==> src/rtl/zc_period_tracker.sv <==
// zc_period_tracker
// Multi-channel zero-crossing period tracker. Each channel removes a bias,
// classifies the sample against a hysteresis band and measures the number of
// samples between rising (LOW -> HIGH) crossings. It averages 2^log_avg
// intervals and offers one tagged result per channel on a round-robin
// AXI-stream output. It also latches the rising-crossing count per pps second.
module zc_period_tracker #(
    parameter int NUM_CH      = 2,
    parameter int WIDTH       = 16,
    parameter int CNT_WIDTH   = 24,
    parameter int MAX_LOG_AVG = 6
) (
    input  logic                        clk,
    input  logic                        reset_n,
    input  logic                        clear,
    input  logic [WIDTH-1:0]            threshold,
    input  logic [NUM_CH*WIDTH-1:0]     offset,
    input  logic [2:0]                  log_avg,
    input  logic                        pps,
    input  logic [NUM_CH*WIDTH-1:0]     i_tdata,
    input  logic                        i_tlast,
    input  logic                        i_tvalid,
    output logic                        i_tready,
    output logic [CNT_WIDTH-1:0]        o_tdata,
    output logic [7:0]                  o_tuser,
    output logic                        o_tlast,
    output logic                        o_tvalid,
    input  logic                        o_tready,
    output logic [NUM_CH*CNT_WIDTH-1:0] crossings_per_sec,
    output logic [NUM_CH-1:0]           locked
);

    localparam int XW    = WIDTH + 1;
    localparam int ACC_W = CNT_WIDTH + MAX_LOG_AVG;
    localparam int NW    = MAX_LOG_AVG + 1;
    localparam int GW    = (NUM_CH > 1) ? $clog2(NUM_CH) : 1;

    typedef enum logic [1:0] {
        ST_UNKNOWN = 2'd0,
        ST_LOW     = 2'd1,
        ST_HIGH    = 2'd2
    } hyst_t;

    logic                   s1_valid_r;
    logic signed [XW-1:0]   x_r        [NUM_CH];
    logic signed [XW-1:0]   diff_s     [NUM_CH];
    logic signed [XW:0]     xe_s       [NUM_CH];
    logic signed [XW:0]     thr_s;
    hyst_t                  state_r    [NUM_CH];
    hyst_t                  state_nx_s [NUM_CH];
    logic [NUM_CH-1:0]      cross_s;
    logic [NUM_CH-1:0]      armed_r;
    logic [CNT_WIDTH-1:0]   cnt_r      [NUM_CH];
    logic [NUM_CH-1:0]      cnt_sat_s;
    logic [ACC_W-1:0]       acc_r      [NUM_CH];
    logic [ACC_W-1:0]       sum_s      [NUM_CH];
    logic [NW-1:0]          n_r        [NUM_CH];
    logic [NW-1:0]          n_inc_s    [NUM_CH];
    logic [NW-1:0]          n_tgt_s;
    logic [CNT_WIDTH-1:0]   avg_s      [NUM_CH];
    logic [CNT_WIDTH-1:0]   result_r   [NUM_CH];
    logic [NUM_CH-1:0]      pending_r;
    logic [2:0]             la_s;
    logic [2:0]             la_r;
    logic                   la_change_s;
    logic                   s2_fire_s;
    logic                   accept_s;
    logic                   load_s;
    logic [GW-1:0]          last_grant_r;
    logic [GW-1:0]          grant_s;
    logic [GW-1:0]          idx_s;
    logic                   found_s;
    logic                   pps_r;
    logic                   pps_edge_s;
    logic [CNT_WIDTH-1:0]   sec_cnt_r  [NUM_CH];
    logic                   unused_s;

    // Beats carry no framing; tlast is accepted and dropped.
    assign unused_s    = i_tlast;
    assign o_tlast     = 1'b1;

    // S2 may only consume S1 when no result is waiting for the output register,
    // so a result can never be overwritten.
    assign s2_fire_s   = s1_valid_r & ~(|pending_r);
    assign i_tready    = ~s1_valid_r | s2_fire_s;
    assign accept_s    = i_tvalid & i_tready;
    assign load_s      = (~o_tvalid | o_tready) & (|pending_r);
    assign pps_edge_s  = pps & ~pps_r;
    assign thr_s       = {2'b00, threshold};
    assign n_tgt_s     = NW'(1'b1) << la_r;
    assign la_change_s = (la_s != la_r);

    // Clamp the averaging exponent to the supported range
    always_comb begin
        if (log_avg > 3'(MAX_LOG_AVG)) begin
            la_s = 3'(MAX_LOG_AVG);
        end else begin
            la_s = log_avg;
        end
    end

    // Bias removal at one extra bit so the subtraction cannot overflow
    always_comb begin
        for (int c = 0; c < NUM_CH; c++) begin
            diff_s[c] = {i_tdata[(NUM_CH-1-c)*WIDTH + WIDTH-1], i_tdata[(NUM_CH-1-c)*WIDTH +: WIDTH]}
                      - {offset[(NUM_CH-1-c)*WIDTH + WIDTH-1], offset[(NUM_CH-1-c)*WIDTH +: WIDTH]};
        end
    end

    // Per-channel hysteresis decision, crossing detect and averaging arithmetic
    always_comb begin
        for (int c = 0; c < NUM_CH; c++) begin
            xe_s[c] = {x_r[c][XW-1], x_r[c]};
            if (xe_s[c] > thr_s) begin
                state_nx_s[c] = ST_HIGH;
            end else if (xe_s[c] < -thr_s) begin
                state_nx_s[c] = ST_LOW;
            end else begin
                state_nx_s[c] = state_r[c];
            end
            cross_s[c]   = s2_fire_s && (state_r[c] == ST_LOW) && (state_nx_s[c] == ST_HIGH);
            cnt_sat_s[c] = &cnt_r[c];
            sum_s[c]     = acc_r[c] + ACC_W'(cnt_r[c]);
            n_inc_s[c]   = n_r[c] + NW'(1'b1);
            avg_s[c]     = CNT_WIDTH'(sum_s[c] >> la_r);
        end
    end

    // Round-robin grant starting after the last granted channel
    always_comb begin
        grant_s = last_grant_r;
        found_s = 1'b0;
        idx_s   = last_grant_r;
        for (int k = 1; k <= NUM_CH; k++) begin
            idx_s = GW'((int'(last_grant_r) + k) % NUM_CH);
            if (!found_s && pending_r[idx_s]) begin
                grant_s = idx_s;
                found_s = 1'b1;
            end else begin
                grant_s = grant_s;
            end
        end
    end

    // Stage 1: register the de-biased sample beat
    always_ff @(posedge clk or negedge reset_n) begin
        if (!reset_n) begin
            s1_valid_r <= 1'b0;
            for (int c = 0; c < NUM_CH; c++) begin
                x_r[c] <= {XW{1'b0}};
            end
        end else if (clear) begin
            s1_valid_r <= 1'b0;
        end else if (accept_s) begin
            s1_valid_r <= 1'b1;
            for (int c = 0; c < NUM_CH; c++) begin
                x_r[c] <= diff_s[c];
            end
        end else if (s2_fire_s) begin
            s1_valid_r <= 1'b0;
        end
    end

    // Track the averaging exponent so a change can restart every average
    always_ff @(posedge clk or negedge reset_n) begin
        if (!reset_n) begin
            la_r <= 3'd0;
        end else begin
            la_r <= la_s;
        end
    end

    // Stage 2: hysteresis state, interval counting, averaging and pending flags
    always_ff @(posedge clk or negedge reset_n) begin
        if (!reset_n) begin
            pending_r <= {NUM_CH{1'b0}};
            armed_r   <= {NUM_CH{1'b0}};
            locked    <= {NUM_CH{1'b0}};
            for (int c = 0; c < NUM_CH; c++) begin
                state_r[c]  <= ST_UNKNOWN;
                cnt_r[c]    <= {CNT_WIDTH{1'b0}};
                acc_r[c]    <= {ACC_W{1'b0}};
                n_r[c]      <= {NW{1'b0}};
                result_r[c] <= {CNT_WIDTH{1'b0}};
            end
        end else if (clear) begin
            pending_r <= {NUM_CH{1'b0}};
            armed_r   <= {NUM_CH{1'b0}};
            locked    <= {NUM_CH{1'b0}};
            for (int c = 0; c < NUM_CH; c++) begin
                state_r[c] <= ST_UNKNOWN;
                cnt_r[c]   <= {CNT_WIDTH{1'b0}};
                acc_r[c]   <= {ACC_W{1'b0}};
                n_r[c]     <= {NW{1'b0}};
            end
        end else begin
            for (int c = 0; c < NUM_CH; c++) begin
                // pending is only set while all pending bits are clear, so the
                // output grant and a new result never collide on one channel
                if (load_s && (grant_s == GW'(c))) begin
                    pending_r[c] <= 1'b0;
                end
                if (s2_fire_s) begin
                    state_r[c] <= state_nx_s[c];
                    if (cross_s[c]) begin
                        cnt_r[c] <= CNT_WIDTH'(1'b1);
                        if (!armed_r[c]) begin
                            armed_r[c] <= 1'b1;
                        end else if (cnt_sat_s[c]) begin
                            // interval too long to measure: restart the average
                            acc_r[c]  <= {ACC_W{1'b0}};
                            n_r[c]    <= {NW{1'b0}};
                            locked[c] <= 1'b0;
                        end else if (n_inc_s[c] == n_tgt_s) begin
                            result_r[c]  <= avg_s[c];
                            pending_r[c] <= 1'b1;
                            acc_r[c]     <= {ACC_W{1'b0}};
                            n_r[c]       <= {NW{1'b0}};
                            locked[c]    <= 1'b1;
                        end else begin
                            acc_r[c] <= sum_s[c];
                            n_r[c]   <= n_inc_s[c];
                        end
                    end else if (!cnt_sat_s[c]) begin
                        cnt_r[c] <= cnt_r[c] + CNT_WIDTH'(1'b1);
                    end
                end
                if (la_change_s) begin
                    acc_r[c] <= {ACC_W{1'b0}};
                    n_r[c]   <= {NW{1'b0}};
                end
            end
        end
    end

    // Output register: hold while stalled, load the granted channel's result
    always_ff @(posedge clk or negedge reset_n) begin
        if (!reset_n) begin
            o_tvalid     <= 1'b0;
            o_tdata      <= {CNT_WIDTH{1'b0}};
            o_tuser      <= 8'd0;
            last_grant_r <= GW'(NUM_CH - 1);
        end else if (load_s) begin
            o_tvalid     <= 1'b1;
            o_tdata      <= result_r[grant_s];
            o_tuser      <= 8'(grant_s);
            last_grant_r <= grant_s;
        end else if (o_tready) begin
            o_tvalid     <= 1'b0;
        end
    end

    // Per-second crossing counters, latched and restarted on each pps edge
    always_ff @(posedge clk or negedge reset_n) begin
        if (!reset_n) begin
            pps_r             <= 1'b0;
            crossings_per_sec <= {(NUM_CH*CNT_WIDTH){1'b0}};
            for (int c = 0; c < NUM_CH; c++) begin
                sec_cnt_r[c] <= {CNT_WIDTH{1'b0}};
            end
        end else begin
            pps_r <= pps;
            for (int c = 0; c < NUM_CH; c++) begin
                if (pps_edge_s) begin
                    crossings_per_sec[(NUM_CH-1-c)*CNT_WIDTH +: CNT_WIDTH] <= sec_cnt_r[c];
                end
                if (clear) begin
                    sec_cnt_r[c] <= {CNT_WIDTH{1'b0}};
                end else if (pps_edge_s) begin
                    // a crossing on the pps edge belongs to the new second
                    sec_cnt_r[c] <= cross_s[c] ? CNT_WIDTH'(1'b1) : {CNT_WIDTH{1'b0}};
                end else if (cross_s[c] && !(&sec_cnt_r[c])) begin
                    sec_cnt_r[c] <= sec_cnt_r[c] + CNT_WIDTH'(1'b1);
                end
            end
        end
    end

endmodule

==> config.mk <==
export PLATFORM = sky130hd
export DESIGN_NAME = zc_period_tracker
export DESIGN_NICKNAME = d
export VERILOG_FILES = /design/src/rtl/zc_period_tracker.sv
export SDC_FILE = /design/constraint.sdc
export NUM_CORES = 1
export LEC_CHECK = 0
export CAP_MARGIN = 40
export CORE_ASPECT_RATIO = 1.25
export CORE_UTILIZATION = 45
export DETAILED_ROUTE_END_ITERATION = 12
export PLACE_DENSITY_LB_ADDON = 0.2
export SETUP_SLACK_MARGIN = 0.1
export SLEW_MARGIN = 20
export SYNTH_ARGS = -nofsm -noshare
export SYNTH_HDL_FRONTEND = slang
export SYNTH_SLANG_ARGS = --single-unit
==> constraint.sdc <==
create_clock -name clk -period 7 [get_ports clk]
set_input_delay 0.7 -clock clk [delete_from_list [all_inputs] [get_ports clk]]
set_output_delay 0.7 -clock clk [all_outputs]
set_load 0.02 [all_outputs]
; Yosys cells after proc, flatten, opt, wreduce, memory -nomap -nowiden
; Index checks and enable logic that the tools add are counted.
[totals]
elab_cells = 212
ff_bits = 342
[classes]
shift = 3
add_sub_neg = 13
n_eq_ne = 9
order_cmp = 8
mux = 93
bitwise = 15
reduce_logical = 44
[ops]
columns = cell, count
row1 = $mux 24, 15
row2 = $mux 30, 12
row3 = $add 24x1->24 const B, 4
row4 = $reduce_and 24->1, 4
row5 = $mux 7, 12
row6 = $add 30x24->30, 2
row7 = $mux 60, 1
row8 = $shr 30x3->24, 2
row9 = $mux 48, 1
row10 = $mux 1, 40
row11 = $lt 17x18->1, 2
row12 = $gt 17x17->1, 2
row13 = $sub 16x16->17, 2
row14 = $reduce_bool 3->1, 10
row15 = $mux 2, 9
row16 = $neg 16->18, 1
row17 = $add 7x1->7 const B, 2
row18 = $eq 7x7->1, 2
row19 = $mux 14, 1
row20 = $reduce_and 6->1, 2
row21 = $reduce_bool 2->1, 6
row22 = $reduce_and 2->1, 5
row23 = $logic_and 1x1->1, 9
row24 = $not 1->1, 8
row25 = other kinds (18), 31

; Depth between registers and ports, before layout
[logic_depth]
word_depth = 16
depth_mapped = 15
depth_no_buf = 15

; Worst setup path before layout
; No wires, ideal clock.
[synth_path]
path_kind = input-to-reg
start = in threshold[8]
end = reg result_r[22] in the netlist's numbering
slack_ns = 3.538
t_arrival_ns = 3.323
setup_ns = 0.140
path_stages = 13
n_path_buf = 3
path_cell_list = clkbuf_1 > inv_1 > ha_1 > nand2_1 > o41ai_1 > nor3b_1 > and3b_1 > and3_1 > buf_2 > nand2_1 > clkbuf_1 > a2111oi_0 > a211oi_1
[synth_between]
elab_chain_len = 7
word_cells_on_any_way = 8
[synth_lines]
columns = element, line_no
row1 = "start, declared", 16  ; input logic [WIDTH-1:0] threshold,
row2 = $neg 16->18, 116  ; end else if (xe_s[c] < -thr_s) begin
row3 = $lt 17x18->1, 116
row4 = $mux 2, 116
row5 = $mux 2 (*), 114  ; if (xe_s[c] > thr_s) begin
row6 = $eq 2x2->1 (*), 121  ; cross_s[c] = s2_fire_s && (state_r[c] == ST_LOW) && (state_nx_s[c] == ST_HIGH);
row7 = $logic_and 1x1->1 (*), 121
row8 = $reduce_and 6->1 (no line) (*), --
row9 = "end signal, assigned by index", 184  ; result_r[c] <= {CNT_WIDTH{1'b0}};
row10 = "end signal, assigned by index", 215  ; result_r[c] <= avg_s[c];
row11 = "end, declared", 61  ; logic [CNT_WIDTH-1:0] result_r [NUM_CH];
; Mark *: on every way between the ends. The rest lies on a longest branch, timed or not.
; A chain may end at the register's enable or synchronous reset.

; Final worst setup path
[layout_path]
start = reg la_r[2]
end = reg result_r[45] in the netlist's numbering
[layout_between]
elab_chain_len = 3
word_cells_on_any_way = 4
[layout_lines]
columns = element, line_no
row1 = "start, declared", 64  ; logic [2:0] la_r;
row2 = "start signal, assigned", 169  ; la_r <= la_s;
row3 = $shl 1x3->7, 90  ; assign n_tgt_s = NW'(1'b1) << la_r;
row4 = $eq 7x7->1, 214  ; end else if (n_inc_s[c] == n_tgt_s) begin
row5 = $reduce_and 6->1 (no line), --
; Several ways; a longest one is shown, not always the timed one.

==> flow_summary.ini <==
[run_status]
outcome = completed

[global_routing]
antenna_found_initial = 2
grt_pass1_wl_um = 96900
overflow = 0
first_global_vias = 18900
grt_usage = 0.230
grt_max_degree = 105

[cts]
cts_max_path_buffers = 3
cts.sinks = 342
cts_made_buffers = 38
cts_resized = 0
ctsHtreeMaxLevel = 2
cts_setup_buffers = 0
tritoncts = done
clk_latency_ps = 590
clk_pin_slew_ps = 60
clock-root-buffer = clkbuf_16
cts_hold_buf = 0

[sta]
min_period_ps = 4380
clock.fmax_mhz = 228
post-route-period-util = 0.625
whs_ps = 117
drv_slew = 0
relSlewSlack = 0.385
finalClockSkew_ps = 32.7
setup_tns_ps = 0
setup_viol = 0
rsz0062_at_grt = false
hold_viol = 0
worst_slew_pin_slew_ps = 923

[detailed_routing]
detail-route-antenna-nets = 0
wire_per_inst_um = 17.7
vias = 19100
viasPerCell = 5.73
detail_route.iter0.violations = 1106
drc_errors = 0
wirelength_um = 58900
dr.pass1.iters = 8

[cells_and_area]
fin_nets = 2897
fin_util = 0.534
final_cell_mix = 340 x dfrtp_1, 258 x nand2_1, 238 x nor2_1
drive_above_1_share = 0.0816
area_delta_synth_final_pct = 16.4
layout_commonest_cell = dfrtp_1
final_area_um2 = 26600

[logic_synthesis]
syn_area_um2 = 22800
ys_ff_latch = 342
syn_inst = 2531
synth_edf_count = 0
seq_area_frac_synth = 0.375
async_reset_ff_frac = 1.00
avgSynthCellArea_um2 = 9.03
yosysWarnings = 0
synth-main-ff-cell = dfrtp_1
yosys.cell_types.count = 96

[power_and_ir_drop]
leakagePower_nw = 12.2
p_per_area_nw_per_um2 = 185
power_mw = 4.92
peakVddDrop_mv = 0.172

[die]
fp.dieW_um = 204
num_rows = 91
die_y_um = 254
io_pins = 175
die-area_um2 = 51700
coreArea_um2 = 49800
start_util = 0.459

[placement]
finalWeightedCongestion = 0.903
placed_area_um2 = 25200
io_buffers = 165
hpwl_um = 43800

[worst_setup_path]
end_kind = flip-flop
r2r_start = la_r[2]
cp_max_fo = 37
r2r-end = result_r[45]
rr_worst_depth = 10
cp-start-kind = flip-flop
arrival_ps = 4850
worstPathRequired_ps = 7470
worstSetupPathType = flip-flop to flip-flop
reg2reg_setup_slack_ps = 2620

[min_path]
hold_path_class = input port to async pin

[flow_run]
maxCapViolations = 0
where the power goes:
group,leakage (nW),internal (mW),switching (mW)
clock network,0.679,1.31,0.873
logic,6.78,0.275,0.370
registers,4.70,2.03,0.0610
state kept, by name, indices dropped and copies added (netlist names), 14 cells and up:
name,count
acc_r,60
crossings_per_sec,48
o_tdata,24
x_r,34
n_r,14
result_r,48
sec_cnt_r,48
cnt_r,48
cell type report:
cell class	instances	area [um2]
repair buffers	197	1960
fillers	4531	23200
multi-input cells	1970	13500
clock buffers	53	1120
well taps	651	815
clock inverters	17	260
flip-flops and latches	342	8560
inverters	105	394
diodes	1	2.50
metrics by stage:
| stage | cells | setup WS (ps) |
|---|---|---|
| final | 3336 | 2620 |
| after global routing | 3335 | 2160 |
| after CTS | 3335 | 2700 |
| after detailed placement | 3265 | 2340 |
| after global placement | 3255 | 2000 |
| after floorplan | 2537 | 3540 |
cell families after synthesis:
kind of cell / synth area share
AO/OA/AOI/OAI: 0.181
multiplexers: 0.0679
AND/OR/NAND/NOR: 0.181
other: 0.000329
flip-flops: 0.375
adder cells (fa/ha/maj): 0.0860
buffers and inverters: 0.0390
XOR/XNOR: 0.0694
synthesized netlist by cell type, drive strengths merged, types with 5 or more instances:
cell type | n | area share
nor4 | 14 | 0.0041
nor3b | 8 | 0.0026
nor2 | 240 | 0.040
and2 | 22 | 0.0061
and3 | 41 | 0.011
inv | 103 | 0.017
nor4b | 5 | 0.0019
buf | 23 | 0.0058
nor3 | 46 | 0.010
o221ai | 11 | 0.0045
xor2 | 105 | 0.040
o41ai | 5 | 0.0022
o21bai | 8 | 0.0026
mux4 | 6 | 0.0059
o21a | 26 | 0.0085
o211ai | 16 | 0.0053
o211a | 5 | 0.0022
mux2i | 65 | 0.028
nand3 | 77 | 0.017
nand4 | 41 | 0.012
o2111ai | 10 | 0.0041
xnor2 | 76 | 0.029
o21ai | 205 | 0.045
clkbuf | 97 | 0.016
a211oi | 32 | 0.011
a221oi | 5 | 0.0019
a21oi | 116 | 0.026
mux2 | 68 | 0.034
a22o | 35 | 0.013
or3 | 20 | 0.0057
nand2 | 258 | 0.042
o22ai | 9 | 0.0025
nor2b | 18 | 0.0049
a21boi | 10 | 0.0033
dfrtp | 341 | 0.37
a2111oi | 12 | 0.0068
ha | 149 | 0.082
nand2b | 26 | 0.0071
a211o | 10 | 0.0038
a21o | 39 | 0.013
o31ai | 16 | 0.0059
or2 | 13 | 0.0036
and4 | 23 | 0.0089
a31oi | 12 | 0.0036
worst max path at each step:
stage,endpoint,start,cells after the start,slack [ps]
6_report,result_r[45],la_r[2],10,2620
5_1_grt,result_r[37],la_r[2],10,2160
4_1_cts,result_r[45],la_r[2],10,2700
3_5_place_dp,state_r[2],threshold[5],15,2340
3_3_place_gp,sec_cnt_r[18],threshold[2],13,2000
2_1_floorplan,result_r[22],threshold[8],13,3540
routing by layer:
layer	global-route usage	up-vias	part of all wire
met2	0.394	448	0.49
met1	0.295	9214	0.44
met4	0.0795	4	0.027
met5	0	-	0.00037
li1	-	9357	-
met3	0.0345	90	0.050
critical path: stages, from the launching register on:
cell and delay (ps):
dfrtp_1 320, buf_4 360, clkinv_1 600, buf_4 440
nor3_1 210, o21bai_1 100, a222oi_1 690, nand4_2 680
clkinv_1 420, o311ai_0 200, o31ai_1 250
Power figures use the tool's default switching activity.
